## src/rtl/uint64_scan.sv

```systemverilog
// uint64_scan: 8x8 key-matrix scanner with frame debounce and valid/ack image handoff
//
// Ports:
//   CLK     in   system clock, rising edge
//   RST     in   asynchronous reset, active-high
//   EN      in   scan enable
//   column  in   [7:0]  asynchronous column return lines, active-high
//   row     out  [7:0]  one-hot row drive
//   data    out  [63:0] debounced image, row r column c at bit 8r+c
//   valid   out  new image available
//   ack     in   consumer acknowledge pulse
//   overrun out  sticky "image replaced before ack" flag (only with UINT64_SCAN_OVR_EN)
//
// Optional feature macro: UINT64_SCAN_OVR_EN
module uint64_scan #(
   parameter int SETTLE   = 3,
   parameter int DEBOUNCE = 2
) (
   input  logic        CLK,
   input  logic        RST,
   input  logic        EN,
   input  logic [7:0]  column,
   output logic [7:0]  row,
   output logic [63:0] data,
   output logic        valid,
`ifdef UINT64_SCAN_OVR_EN
   output logic        overrun,
`endif
   input  logic        ack
);
   localparam int CW = $clog2(SETTLE + 1);
   localparam int SW = $clog2(DEBOUNCE + 1);
   localparam logic [CW-1:0] ST = CW'(SETTLE);
   localparam logic [SW-1:0] DB = SW'(DEBOUNCE);

   logic [7:0]    col_m_q, col_s_q;
   logic [7:0]    row_q, row_d;
   logic [2:0]    idx_q, idx_d;
   logic [CW-1:0] cnt_q, cnt_d;
   logic [63:0]   scr_q, scr_d;
   logic [63:0]   prev_q, prev_d;
   logic [SW-1:0] stab_q, stab_d, stab_n;
   logic [63:0]   data_q, data_d;
   logic          valid_q, valid_d;
   logic          samp, fend, upd;

   // row_q == 0 marks the first enabled cycle: the row is raised before the
   // settle count starts so every row, including row 0, gets SETTLE+1 cycles
   always_comb begin
      samp = EN && row_q != 8'h00 && cnt_q == ST;
      fend = samp && idx_q == 3'd7;
      scr_d = scr_q;
      if (samp) scr_d[{idx_q, 3'b000} +: 8] = col_s_q;
      stab_n = (scr_d == prev_q) ? ((stab_q == DB) ? DB : stab_q + 1'b1) : SW'(1);
      upd = fend && stab_n >= DB && scr_d != data_q;
      prev_d = fend ? scr_d : prev_q;
      data_d = upd ? scr_d : data_q;
      valid_d = upd || (valid_q && !ack);
      idx_d = !EN ? 3'd0 : samp ? idx_q + 3'd1 : idx_q;
      cnt_d = (!EN || samp || row_q == 8'h00) ? '0 : cnt_q + 1'b1;
      stab_d = !EN ? '0 : fend ? stab_n : stab_q;
      row_d = EN ? 8'h01 << idx_d : 8'h00;
   end

   always_ff @(posedge CLK or posedge RST) begin
      if (RST) begin
         col_m_q <= '0;
         col_s_q <= '0;
         row_q   <= '0;
         idx_q   <= '0;
         cnt_q   <= '0;
         scr_q   <= '0;
         prev_q  <= '0;
         stab_q  <= '0;
         data_q  <= '0;
         valid_q <= 1'b0;
      end else begin
         col_m_q <= column;
         col_s_q <= col_m_q;
         row_q   <= row_d;
         idx_q   <= idx_d;
         cnt_q   <= cnt_d;
         scr_q   <= scr_d;
         prev_q  <= prev_d;
         stab_q  <= stab_d;
         data_q  <= data_d;
         valid_q <= valid_d;
      end
   end

`ifdef UINT64_SCAN_OVR_EN
   logic ovr_q, ovr_d;
   assign ovr_d = ack ? 1'b0 : (upd && valid_q) ? 1'b1 : ovr_q;
   always_ff @(posedge CLK or posedge RST) begin
      if (RST) ovr_q <= 1'b0;
      else ovr_q <= ovr_d;
   end
   assign overrun = ovr_q;
`endif

   assign row   = row_q;
   assign data  = data_q;
   assign valid = valid_q;
endmodule

```

## config.mk

```make
export PLATFORM = sky130hd
export DESIGN_NAME = uint64_scan
export DESIGN_NICKNAME = d
export VERILOG_FILES = /design/src/rtl/uint64_scan.sv
export SDC_FILE = /design/constraint.sdc
export NUM_CORES = 1
export LEC_CHECK = 0
export CORE_MARGIN = 5
export CORE_UTILIZATION = 62
export DETAILED_ROUTE_END_ITERATION = 7
export PLACE_DENSITY = 0.88
export SLEW_MARGIN = 20
export SYNTH_ARGS = -nofsm -noshare
export SYNTH_HDL_FRONTEND = slang
export SYNTH_SLANG_ARGS = --single-unit
```

## constraint.sdc

```tcl
create_clock -name CLK -period 14.78 [get_ports CLK]
set_clock_uncertainty 0.2 [all_clocks]
set_input_delay 2.956 -clock CLK [delete_from_list [all_inputs] [get_ports CLK]]
set_output_delay 2.956 -clock CLK [all_outputs]
set_load 0.01 [all_outputs]
```

# Word level (Yosys, flattened, before mapping)
# Cells that the tools add are included.
[word_totals]
regBits = 224
in_bits = 12
output_inout_bits = 73
elab_cells = 47
[op_classes]
n_mux = 10
n_reduce_logical = 13
n_eq_ne = 6
n_addsub = 4
shifts = 3
order_cmp = 1
[op_table]
columns = ["cell", "count"]
rows = [
  ["$bwmux W64", 1],
  ["$eq A64 B64 Y1", 1],
  ["$mux W64", 1],
  ["$ne A64 B64 Y1", 1],
  ["$shift A8 B8 Y64 const A", 1],
  ["$shiftx A8 B8 Y64", 1],
  ["$mux W2", 5],
  ["$logic_not A8 Y1", 1],
  ["$mux W8", 1],
  ["$neg A6 Y8", 1],
  ["$reduce_bool A8 Y1", 1],
  ["$shl A1 B3 Y8 const A", 1],
  ["$logic_and A1 B1 Y1", 6],
  ["$mux W3", 2],
  ["$add A2 B1 Y2 const B", 2],
  ["$eq A2 B2 Y1 const B", 2],
  ["$add A3 B1 Y3 const B", 1],
  ["$eq A3 B3 Y1 const B", 1],
  ["$logic_or A1 B1 Y1", 3],
  ["$ge A2 B2 Y1 const B", 1],
  ["$logic_not A1 Y1", 2],
  ["$ne A2 B1 Y1 const B", 1],
]

# Longest topological paths before layout
[depth]
word_depth = 10
mapped_depth = 20

# Least setup slack after synthesis
# Ideal clock, no wire load.
[synth_timing]
path_type = "input -> register"
start = "input port EN"
end = "register data_q[10] (netlist: data[10])"
n_path_buf = 2
path_stages = 11
t_arrival_ns = 6.118
path_slack_ns = 8.337
cell_sequence = "nand4b_1 a211oi_1 mux2_2 a221o_1 or4_1 nor4_1 nand4_1 a211oi_2 buf_6 buf_6 mux2_4"
[synth_between]
elab_chain_len = 8
elab_cells_between_ends = 10
cone_classes = "order compare: 1; eq/ne: 2; mux: 2; reduce/logical: 5"
[synth_lines]
columns = ["item", "line_no", "text"]
rows = [
  ["start: declaration", "21", "input logic EN,"],
  ["$logic_and A1 B1 Y1 (*) (2 in series)", "50", "samp = EN && row_q != 8'h00 && cnt_q == ST;"],
  ["$mux W64", "53", "if (samp) scr_d[{idx_q, 3'b000} +: 8] = col_s_q;"],
  ["$eq A64 B64 Y1", "54", "stab_n = (scr_d == prev_q) ? ((stab_q == DB) ? DB : stab_q + 1'b1) : SW'(1);"],
  ["$mux W2", "54", ""],
  ["$ge A2 B2 Y1", "55", "upd = fend && stab_n >= DB && scr_d != data_q;"],
  ["$logic_and A1 B1 Y1 (2 in series)", "55", ""],
  ["end signal: assignment", "86", "data_q <= data_d;"],
  ["end: declaration", "43", "logic [63:0] data_q, data_d;"],
]
# Mark *: on every way between the ends. The rest lies on a longest branch, timed or not.
# A chain may end at the register's enable or synchronous reset.

# Worst setup path after layout
[layout_timing]
start = "input port EN"
end = "register data_q[61] (netlist: data[61])"
# The elaborated chain is that of the path after synthesis.

==> flow_metrics.py <==
metrics = {
    "timing": {
        "fin_tns_setup_ns": 0,
        "tightest_slew_ns": 1.024,
        "period_minus_slack_ns": 7.732,
        "finalSetupViolCount": 0,
        "fmax_ghz": 0.1293,
        "fin_crit_sh_pct": 52.31,
        "rsz0062_at_grt": "no",
        "relSlewSlack_pct": 31.74,
        "slew_viol_final": 0,
        "finalHoldViolCount": 0,
        "fin_ws_ns": 7.048,
    },
    "critical_path": {
        "reg2reg_setup_slack_ns": 8.07,
        "cp-end-kind": "flop",
        "r2r_start": "idx_q[0]",
        "path_class": "in2reg",
        "required_ns": 14.98,
        "worst-r2r-cell-count": 14,
        "cp-start-kind": "input pin",
        "r2r-end": "data[61]",
        "cp_max_fo": 42,
        "cp.arrival_ns": 7.94,
    },
    "synth": {
        "yosys_warnings": 0,
        "synth.area.top_cells": "dfrtp_1 (47%), mux2_4 (5.0%), o21ai_0 (4.5%)",
        "ys_ff_latch": 224,
        "postSynthCellCount": 1192,
        "synth_seq_area_share_pct": 46.91,
        "synth_ff_type": "dfrtp_1",
        "synth_edf_count": 0,
        "synth_top_area_cell": "dfrtp_1",
        "synthArstFlopShare_pct": 100.0,
        "netlist_top_cells_count": "dfrtp_1 (224), inv_1 (110), o21ai_0 (108), nand2_1 (96), xnor2_1 (55)",
        "syn-num-nets": 1214,
        "synth_top_area_share_pct": 46.91,
        "syn-mean-instance-area_um2": 10.02,
        "synth.most_common_cell": "dfrtp_1",
        "synth_cell_type_count": 74,
        "syn_area_um2": 11950,
    },
    "clocking": {
        "insertion_delay_ns": 0.54,
        "cts_buffers": 24,
        "clock-sinks": 224,
        "clock_path_buffers": 3,
        "cts_tree": "done",
        "path_clk_slew_ns": 0.06,
        "cts_resized": 0,
        "root_buffer": "clkbuf_16",
        "cts_hold_buf": 0,
        "cts_max_level": 1,
        "cts_setup_buffers": 0,
    },
    "status": {
        "status": "complete, but fails checks",
        "violations": "design-rule violations",
    },
    "floorplanning": {
        "die_w_um": 148.8,
        "core_area_um2": 18830,
        "rows": 50,
        "initial_core_util_pct": 63.46,
        "fp.dieH_um": 148.8,
        "fp.dieArea_um2": 22150,
        "pin_count": 85,
    },
    "drt": {
        "drcViolationCount": 8,
        "drtIter0Drc": 1311,
        "vias": 10040,
        "antenna_left": 0,
        "dr.pass1.iters": 8,
        "wl_um": 40010,
        "wire_per_inst_um": 26.10,
        "via_per_inst": 6.551,
    },
    "final_layout": {
        "drive_gt1_share_pct": 10.13,
        "finalNonFillerCells": 1533,
        "multi_input_area_um2": 5662,
        "post-route-util_pct": 73.14,
        "regArea_um2": 5605,
        "diodes": 0,
        "syn_to_final_growth_pct": 15.26,
        "fillers": 1312,
        "nets": 1278,
    },
    "placement": {
        "dpl.cell_count": 1490,
        "gp_congestion": 1.073,
        "dpl_worst_slack_ns": 6.721,
        "port_buffers": 84,
        "dp_hpwl_um": 29170,
    },
    "global_route": {
        "grt_max_degree": 144,
        "grt_pass1_vias": 9861,
        "grt_overflow_total": 0,
        "grt_pass1_wl_um": 61600,
        "grt_usage_pct": 36.40,
        "antenna_found_initial": 0,
    },
    "power": {
        "power_density_nw_per_um2": 92.60,
        "leakage_nw": 6.423,
        "peakVddDrop_uv": 127.4,
    },
    "hold_path": {
        "hp-class": "reg2reg",
        "hold_end": "col_s_q[4]",
        "hold_start": "col_m_q[4]",
        "hold_depth": 0,
    },
    "flow_run": {
        "cap_violations": 0,
    },
}
[layout by cell type, fill, tap and decap left out, types with 24 or more instances in the layout]
master / n
clkbuf_16: 24
mux2i_1: 37
nor3_1: 35
nand2_1: 96
inv_1: 109
nor2_1: 43
a21oi_1: 52
clkdlybuf4s50_1: 84
xnor2_1: 55
o21ai_0: 108
mux2_4: 40
dfrtp_1: 224
xor2_1: 37
[cell families after synthesis]
| kind of cell | count (synthesis) | share of synthesized area (%) |
|---|---|---|
| flip-flops | 224 | 46.91 |
| AND/OR/NAND/NOR | 316 | 14.13 |
| XOR/XNOR | 92 | 6.743 |
| AO/OA/AOI/OAI | 275 | 14.69 |
| multiplexers | 104 | 10.67 |
| adder cells (fa/ha/maj) | 10 | 1.047 |
| buffers and inverters | 171 | 5.811 |
[layer usage]
metal | routed length [um] | share of wire (%) | track usage, % | up-vias
li1 | - | - | - | 4347
met1 | 15870 | 40 | 51.09 | 4890
met2 | 17980 | 45 | 56.19 | 681
met3 | 4249 | 11 | 7.688 | 125
met4 | 1916 | 4.8 | 13.73 | 0
met5 | 0 | 0 | 0 | -
[area by class of cell]
type | count | share of cell area, %
multi-input cells | 797 | 41.11
well taps | 260 | 2.362
inverters | 111 | 3.080
clock inverters | 13 | 1.036
clock buffers | 30 | 4.815
repair buffers | 98 | 6.896
flip-flops and latches | 224 | 40.70
[report_power, final]
group	switching, mW	internal (mW)	leakage (nW)
combinational	0.0275	0.0106	3.03
sequential	0.00786	0.618	3.01
clock	0.257	0.355	0.383
[stage by stage]
step / power [mW] / instance area (um2) / hold slack (ns)
after floorplan: 0.6569 / 11950 / 0.1312
after global placement: 0.6734 / 12960 / 0.1320
after global routing: 1.311 / 13770 / 0.1566
after CTS: 1.278 / 13770 / 0.1483
final: 1.275 / 13770 / 0.1427
after detailed placement: 0.6739 / 12960 / 0.1358
[worst max-delay path, stage by stage]
cell             delay [ns]
clkdlybuf4s50_1        0.75
nand2_1                0.15
a21oi_1                0.15
buf_4                  0.21
nand2_1                0.43
o311ai_0               0.89
nand4_1                0.17
nor4_1                 0.47
nand4_1                0.33
a211oi_4               0.31
buf_4                  0.66
mux2_2                 0.41
[worst max path at each step]
stage,startpoint,endpoint,cells after the start
6_report,EN,data[61],12
5_1_grt,EN,data[61],12
4_1_cts,EN,data[56],11
3_5_place_dp,EN,data[62],11
3_3_place_gp,EN,data[61],12
2_1_floorplan,RST,cnt_q[0],1
[flip-flops by register name, summed over array words and instances, names as in the netlist]
name	count
cnt_q	2
col_m_q	8
col_s_q	8
data	64
idx_q	3
prev_q	64
row	8
scr_q	64
stab_q	2
valid	1
Note: power is estimated with default switching activity, not from simulation.
